===== src/rtl/mem_port_arbiter.sv =====
// mem_port_arbiter: shares one multi-cycle single-port RAM between fetch (IF) and load/store (MEM),
// MEM first, and drives the pipeline stalls while an access is pending.
module mem_port_arbiter #(
   parameter int MEM_LATENCY = 2,
   parameter int ADDR_W      = 32,
   parameter int DATA_W      = 32
) (
   input  logic              clk,
   input  logic              rst_n,
   input  logic              i_if_req,
   input  logic [ADDR_W-1:0] i_if_addr,
   input  logic              i_if_abort,
   output logic [DATA_W-1:0] o_if_rdata,
   output logic              o_if_ready,
   input  logic              i_mem_read,
   input  logic              i_mem_write,
   input  logic [ADDR_W-1:0] i_mem_addr,
   input  logic [DATA_W-1:0] i_mem_wdata,
   output logic [DATA_W-1:0] o_mem_rdata,
   output logic              o_mem_ready,
   output logic              o_ram_en,
   output logic              o_ram_we,
   output logic [ADDR_W-1:0] o_ram_addr,
   output logic [DATA_W-1:0] o_ram_wdata,
   input  logic [DATA_W-1:0] i_ram_rdata,
   output logic              o_if_stall,
   output logic              o_mem_stall
);
   typedef enum logic [1:0] {IDLE, D_ACC, I_ACC} state_t;
   localparam int CW = $clog2(MEM_LATENCY + 1);

   state_t            r_state;
   logic [CW-1:0]     r_cnt;
   logic [ADDR_W-1:0] r_addr;
   logic [DATA_W-1:0] r_wdata;
   logic              r_we;
   logic [DATA_W-1:0] r_if_rdata;
   logic [DATA_W-1:0] r_mem_rdata;

   logic w_busy, w_done, w_d_done, w_i_done, w_abort, w_arb, w_mreq, w_dreq, w_ireq;

   assign w_busy   = r_state != IDLE;
   assign w_done   = w_busy && r_cnt == '0;
   assign w_d_done = r_state == D_ACC && w_done;
   assign w_i_done = r_state == I_ACC && w_done;
   assign w_abort  = r_state == I_ACC && i_if_abort;
   assign w_arb    = !w_busy || w_done || w_abort;
   assign w_mreq   = i_mem_read || i_mem_write;
   // Completing or aborted requesters sit out this arbitration round.
   assign w_dreq   = w_mreq && !w_d_done;
   assign w_ireq   = i_if_req && !w_i_done && !w_abort;

   always_ff @(posedge clk or negedge rst_n) begin
      if (!rst_n) begin
         r_state     <= IDLE;
         r_cnt       <= '0;
         r_addr      <= '0;
         r_wdata     <= '0;
         r_we        <= 1'b0;
         r_if_rdata  <= '0;
         r_mem_rdata <= '0;
      end else begin
         if (w_arb) begin
            if (w_dreq) begin
               r_state <= D_ACC;
               r_addr  <= i_mem_addr;
               r_wdata <= i_mem_wdata;
               r_we    <= i_mem_write;
               r_cnt   <= CW'(MEM_LATENCY - 1);
            end else if (w_ireq) begin
               r_state <= I_ACC;
               r_addr  <= i_if_addr;
               r_we    <= 1'b0;
               r_cnt   <= CW'(MEM_LATENCY - 1);
            end else begin
               r_state <= IDLE;
               r_cnt   <= '0;
            end
         end else begin
            r_cnt <= r_cnt - CW'(1);
         end
         if (w_d_done && !r_we) r_mem_rdata <= i_ram_rdata;
         if (w_i_done) r_if_rdata <= i_ram_rdata;
      end
   end

   assign o_ram_en    = w_busy;
   assign o_ram_we    = w_busy && r_we;
   assign o_ram_addr  = w_busy ? r_addr : '0;
   assign o_ram_wdata = w_busy ? r_wdata : '0;
   assign o_mem_ready = w_d_done;
   assign o_if_ready  = w_i_done;
   assign o_mem_rdata = (w_d_done && !r_we) ? i_ram_rdata : r_mem_rdata;
   assign o_if_rdata  = w_i_done ? i_ram_rdata : r_if_rdata;
   assign o_mem_stall = w_mreq && !w_d_done;
   assign o_if_stall  = o_mem_stall || (i_if_req && !w_i_done);
endmodule


===== config.mk =====
export PLATFORM = sky130hd
export DESIGN_NAME = mem_port_arbiter
export DESIGN_NICKNAME = d
export VERILOG_FILES = /design/src/rtl/mem_port_arbiter.sv
export SDC_FILE = /design/constraint.sdc
export NUM_CORES = 1
export LEC_CHECK = 0
export ABC_AREA = 0
export CORE_MARGIN = 2
export CORE_UTILIZATION = 42
export DETAILED_ROUTE_END_ITERATION = 8
export PLACE_DENSITY = 0.76
export SYNTH_ARGS = -nofsm -noshare
export SYNTH_HDL_FRONTEND = slang
export SYNTH_SLANG_ARGS = --single-unit

===== constraint.sdc =====
create_clock -name clk -period 2.5 [get_ports clk]
set_input_delay 0.375 -clock clk [delete_from_list [all_inputs] [get_ports clk]]
set_output_delay 0.375 -clock clk [all_outputs]
set_load 0.05 [all_outputs]

==> results of run 1 <==
cell usage in the layout (no fill, tap or decap), types with 2 or more instances in the layout:
master | netlist | layout
or2_2 | 1 | 2
buf_8 | 0 | 2
nand2b_1 | 2 | 2
clkbuf_16 | 0 | 18
buf_6 | 9 | 25
mux2_4 | 26 | 36
inv_1 | 7 | 5
bufinv_16 | 0 | 3
inv_2 | 0 | 2
buf_4 | 1 | 16
and2_1 | 66 | 66
clkbuf_8 | 0 | 4
clkinv_4 | 0 | 3
nand2_1 | 4 | 4
clkinv_2 | 0 | 3
clkdlybuf4s50_1 | 0 | 132
dfrtp_1 | 133 | 133
mux2_2 | 134 | 124
buf_12 | 0 | 106
how the worst max path moves through the flow:
stage,to,cells after the start
3_3_place_gp,o_mem_rdata[7],7
4_1_cts,o_mem_rdata[21],8
5_1_grt,o_ram_wdata[15],4
3_5_place_dp,o_mem_rdata[31],7
2_1_floorplan,o_mem_rdata[10],7
6_report,o_mem_rdata[18],6
kinds of logic (layout without fill, tap and decap cells):
group                    count (synthesis)  in the layout  share of synthesized area
multiplexers                           160            160                      0.315
flip-flops                             133            133                      0.552
AND/OR/NAND/NOR                         80             80                     0.0824
buffers and inverters                   31            323                     0.0326
AO/OA/AOI/OAI                           10             10                     0.0152
adder cells (fa/ha/maj)                  1              1                    0.00208
registers in the layout, summed over array words and instances (netlist names):
name / cells
r_addr: 32
r_cnt: 2
r_if_rdata: 32
r_mem_rdata: 32
r_state: 2
r_wdata: 32
r_we: 1
stage by stage:
| step | TNS, ns | setup WS, ns | hold WS [ns] | std cells | util |
|---|---|---|---|---|---|
| final | 0 | 0.0749 | 0.487 | 887 | 0.768 |
| after global routing | -0.00533 | -0.00533 | 0.504 | 887 | 0.768 |
| after CTS | -0.878 | -0.0500 | 0.499 | 886 | 0.766 |
| after detailed placement | 0 | 0.258 | 0.390 | 848 | 0.704 |
| after global placement | 0 | 0.343 | 0.380 | 848 | 0.704 |
| after floorplan | 0 | 0.377 | 0.0794 | 415 | - |
area by class of cell:
class	count	area, sq um
repair buffers	284	3940
well taps	180	225
multi-input cells	251	2560
flip-flops and latches	133	3330
fillers	817	3230
inverters	7	26.3
clock inverters	11	148
clock buffers	21	480
per-layer routing:
layer	GRT usage	share of wire
met5	0	0.00058
met4	0.108	0.025
met3	0.0957	0.11
met2	0.391	0.51
met1	0.250	0.36
repair_timing:
action                                  CTS  global route
setup buffers                             3             1
endpoints found under the setup margin   42           113
pin swaps                                 2             1
endpoints found under the hold margin    59             0
gates resized for setup                  37             9
cloned                                    2             1
hold buffers                              1             0
==> results by group, run 1 <==
Synth
  • EDFF count, synth: 0
  • Synth unique cells: 29
  • Cells after synthesis: 415
  • Top cell type's share of synthesized area: 0.552
  • Syn nets: 550
  • Asr flop ratio synth: 1.00
  • Commonest cells post-synth: 134 x mux2_2, 133 x dfrtp_1, 66 x and2_1
  • Synthesized cell area: 0.00602 sq mm
  • Most frequent cell after synthesis: mux2_2
  • #FFs+latches synth: 133
  • YS warnings: 0
  • Cell taking the most area after synthesis: dfrtp_1
  • Syn Area/Cell: 14.5 sq um
  • Sequential area share after synthesis: 0.552
  • Largest cells by area after synthesis: dfrtp_1 55%, mux2_2 25%, and2_1 6.9%
  • Synth Flop Type: dfrtp_1

Hold path
  • Worst Hold Class: in2async

Clocking
  • CTS Buf Count: 17
  • Clk root buf: clkbuf_16
  • Clock Path Buffers: 2
  • CTS tree: built
  • Clock latency on the worst-skew pair: 0.42 ns
  • Worst-path clk slew: 0.06 ns
  • Clk sink count: 133
  • H-tree Lvls: 4

Die
  • I/O pin cnt: 268
  • Starting density of the core: 0.432
  • Die area: 0.0153 sq mm
  • Die X-Extent: 124 um
  • Die Y: 124 um
  • Cell row count: 43
  • CORE AREA: 0.0139 sq mm

Global routing
  • Number of global-route vias before repair: 4888
  • Largest net degree at the start of global routing: 64
  • Wire length of the first global-routing pass: 26100 um
  • GRT Util Overall: 0.230
  • Initial antenna violation count: 1
  • Total grt overflow: 0

Worst setup path
  • Worst Path Class, Setup: reg2out
  • Crit path DAT: 2.05 ns
  • R2R Path End: r_addr[11]
  • Reg2reg setup slack: 0.50 ns
  • Most used cell, CP: buf_6
  • CP delay by family, top: flip-flops
  • Startpoint Class: flop
  • Crit. Startpoint: r_state[1]
  • Reg2Reg Depth: 5
  • Worst path slowest cell: dfrtp_1
  • CP max stage delay: 0.47 ns
  • WP data required: 2.12 ns
  • Crit-path max FO: 8
  • Reg2reg start: r_state[1]
  • Worst setup EP type: output port
  • CP Cell Sequence: nand3b_4, nor2_4, buf_6, buf_16, mux2_4, buf_6
  • WP buf/inv: 3

Detailed routing
  • Final ANT Viol Nets: 0
  • Via Count: 4397
  • Vias per cell: 4.96
  • Wire per inst: 19.3 um
  • Detailed Routing Iterations Pass 1: 4
  • Final WL: 17100 um
  • Residual DRC: 0
  • DR iter-0 viols: 144

Placed design
  • Number of port buffers: 267
  • Area after DPL: 0.00981 sq mm
  • DP HPWL: 11800 um
  • Routability Congestion: 0.817

STA
  • Final period utilization: 0.970
  • Fin crit period: 2.43 ns
  • Fin Clk Skew: 0.00528 ns
  • Final setup viols: 0
  • Slew @ Worst Pin: 0.592 ns
  • Final hold vios: 0
  • Slew Viols, Final: 0
  • Rel. slew slack: 0.605
  • RSZ-0062 raised after global routing: true
  • FMAX: 412 MHz

Final layout
  • Area grow syn2layout: 77.7%
  • Layout cell share with drive strength beyond 1: 0.502
  • Number of nets in the layout: 829
  • Final Cell Area: 0.0107 sq mm
  • Ant diodes: 0

Status
  • Outcome: completed

Flow run
  • Max-Cap Viols: 0
Power of run 1 is not shown: default switching activity piles up to over one toggle a cycle in this logic, so the estimate is an artifact.
==> inputs of run 2 (changes only) <==
- ABC_CLOCK_PERIOD_IN_PS: unset -> 2500
- CORE_UTILIZATION: 42 -> 30
- PLACE_DENSITY: 0.76 -> 0.57
==> run 2 against run 1 <==
Via count is 2.9% lower. Sequential cell count stayed put. Cell count is 9.4% higher. Hold slack better by 0.0076 ns. Critical path type unchanged. Die area is 39% higher. Global-route usage is 7.7 points lower. Routed wire length is 4.8% lower. Highest routed layer is now met4. Maximum frequency is 0.68% lower. Final area is 2.1% lower.
==> results by group, run 2 (synthesized netlist as in run 1, its figures left out) <==
Final layout
  • Number of nets in the layout: 828
  • Fill cell count: 1621
  • Finished Core Util: 0.535
  • Area grow syn2layout: 74.0%
  • Final Cell Area: 0.0105 sq mm
  • Commonest non-fill, non-tap cell in the layout: dfrtp_1
  • Layout cell share with drive strength beyond 1: 0.499
  • Ant diodes: 0
  • Commonest non-fill, non-tap cells in the layout: 133 x dfrtp_1, 132 x clkdlybuf4s50_1, 125 x mux2_2
  • Post-route insts no fill: 970

Die
  • Die X-Extent: 146 um
  • CORE AREA: 0.0196 sq mm
  • Die area: 0.0212 sq mm
  • Cell row count: 51
  • I/O pin cnt: 268
  • Starting density of the core: 0.308
  • Die Y: 146 um

STA
  • Slew Viols, Final: 0
  • Final worst slack: 0.0583 ns
  • Slew @ Worst Pin: 0.571 ns
  • Final hold vios: 0
  • FMAX: 410 MHz
  • Fin Clk Skew: 0.00754 ns
  • Fin crit period: 2.44 ns
  • Rel. slew slack: 0.619
  • Final setup viols: 0
  • Final period utilization: 0.977
  • RSZ-0062 raised after global routing: true

Placed design
  • Routability Congestion: 0.747
  • DP HPWL: 11800 um
  • Inst Count DP: 932
  • Area after DPL: 0.00955 sq mm
  • DP Worst Slack: 0.251 ns
  • Number of port buffers: 267

Global routing
  • Number of global-route vias before repair: 4728
  • Largest net degree at the start of global routing: 60
  • Wire length of the first global-routing pass: 25800 um
  • GRT Util Overall: 0.154
  • Total grt overflow: 0
  • Initial antenna violation count: 0

Detailed routing
  • Residual DRC: 0
  • Final WL: 16300 um
  • Final ANT Viol Nets: 0
  • Detailed Routing Iterations Pass 1: 4
  • DR iter-0 viols: 66
  • Via Count: 4268
  • Wire per inst: 16.8 um
  • Vias per cell: 4.40

Clocking
  • Clk sink count: 133
  • CTS Buf Count: 17
  • CTS tree: built
  • Clock latency on the worst-skew pair: 0.41 ns
  • Worst-path clk slew: 0.06 ns
  • H-tree Lvls: 4
  • Clock Path Buffers: 2
  • Clk root buf: clkbuf_16

Worst setup path
  • Crit-path max FO: 8
  • WP data required: 2.12 ns
  • Reg2Reg Depth: 7
  • Worst setup EP type: output port
  • Worst Path Class, Setup: reg2out
  • Startpoint Class: flop
  • Crit path DAT: 2.07 ns

Hold path
  • Worst Hold Class: in2async

Status
  • Outcome: completed

Flow run
  • Max-Cap Viols: 0
run 2: cell count changes in the layout (fill, tap and decap cells not counted), moves of 2 or more:
cell and delta:
buf_12 -30, buf_4 +20, buf_6 +9, clkbuf_8 -2, clkinv_2 -2
run 2: critical path, stage by stage, from the launching register on:
cell and delay (ns):
dfrtp_1 0.38, inv_2 0.07, ha_4 0.13, nand3b_4 0.11, nor2_4 0.15, buf_6 0.14, clkbuf_16 0.15, mux2_2 0.36
buf_6 0.16
run 2: metrics by stage:
stage                     hold WS, ns  TNS, ns
after floorplan                0.0794        0
after global placement          0.369        0
after detailed placement        0.383        0
after CTS                       0.497   -0.735
after global routing            0.510   -0.184
final                           0.495        0
run 2: path summary, 6_finish.rpt:
path,start,to,slack [ns]
max in group asynchronous,rst_n,r_if_rdata[2],1.29
min in group clk,r_addr[30],r_addr[30],0.49
worst max-delay path,r_cnt[0],o_mem_rdata[13],0.06
worst min register to register,r_addr[30],r_addr[30],0.49
worst max register to register,r_cnt[0],r_wdata[7],0.53
worst min-delay path,rst_n,r_if_rdata[15],0.49
run 2: area by class of cell:
cell class	count	area (sq um)	area share
inverters	7	26.3	0.00251
clock buffers	20	457	0.0436
repair buffers	283	3600	0.343
flip-flops and latches	133	3330	0.317
clock inverters	11	175	0.0167
multi-input cells	251	2570	0.245
well taps	265	332	0.0316
run 2: metal layers:
metal / wire (um) / share of wire / track usage
met1: 6800 / 0.42 / 0.188
met2: 7910 / 0.49 / 0.250
met3: 1390 / 0.085 / 0.0614
met4: 188 / 0.012 / 0.0485
met5: 0 / 0 / 0
run 2: timing repair:
action,4_1_cts,5_1_grt
hold buffers,1,0
setup endpoints to repair,71,71
resized for setup,19,31
pin swaps,2,1
hold endpoints to repair,56,0
gates cloned,1,2
buffers inserted,2,1
Power of run 2 is left out for the same reason.
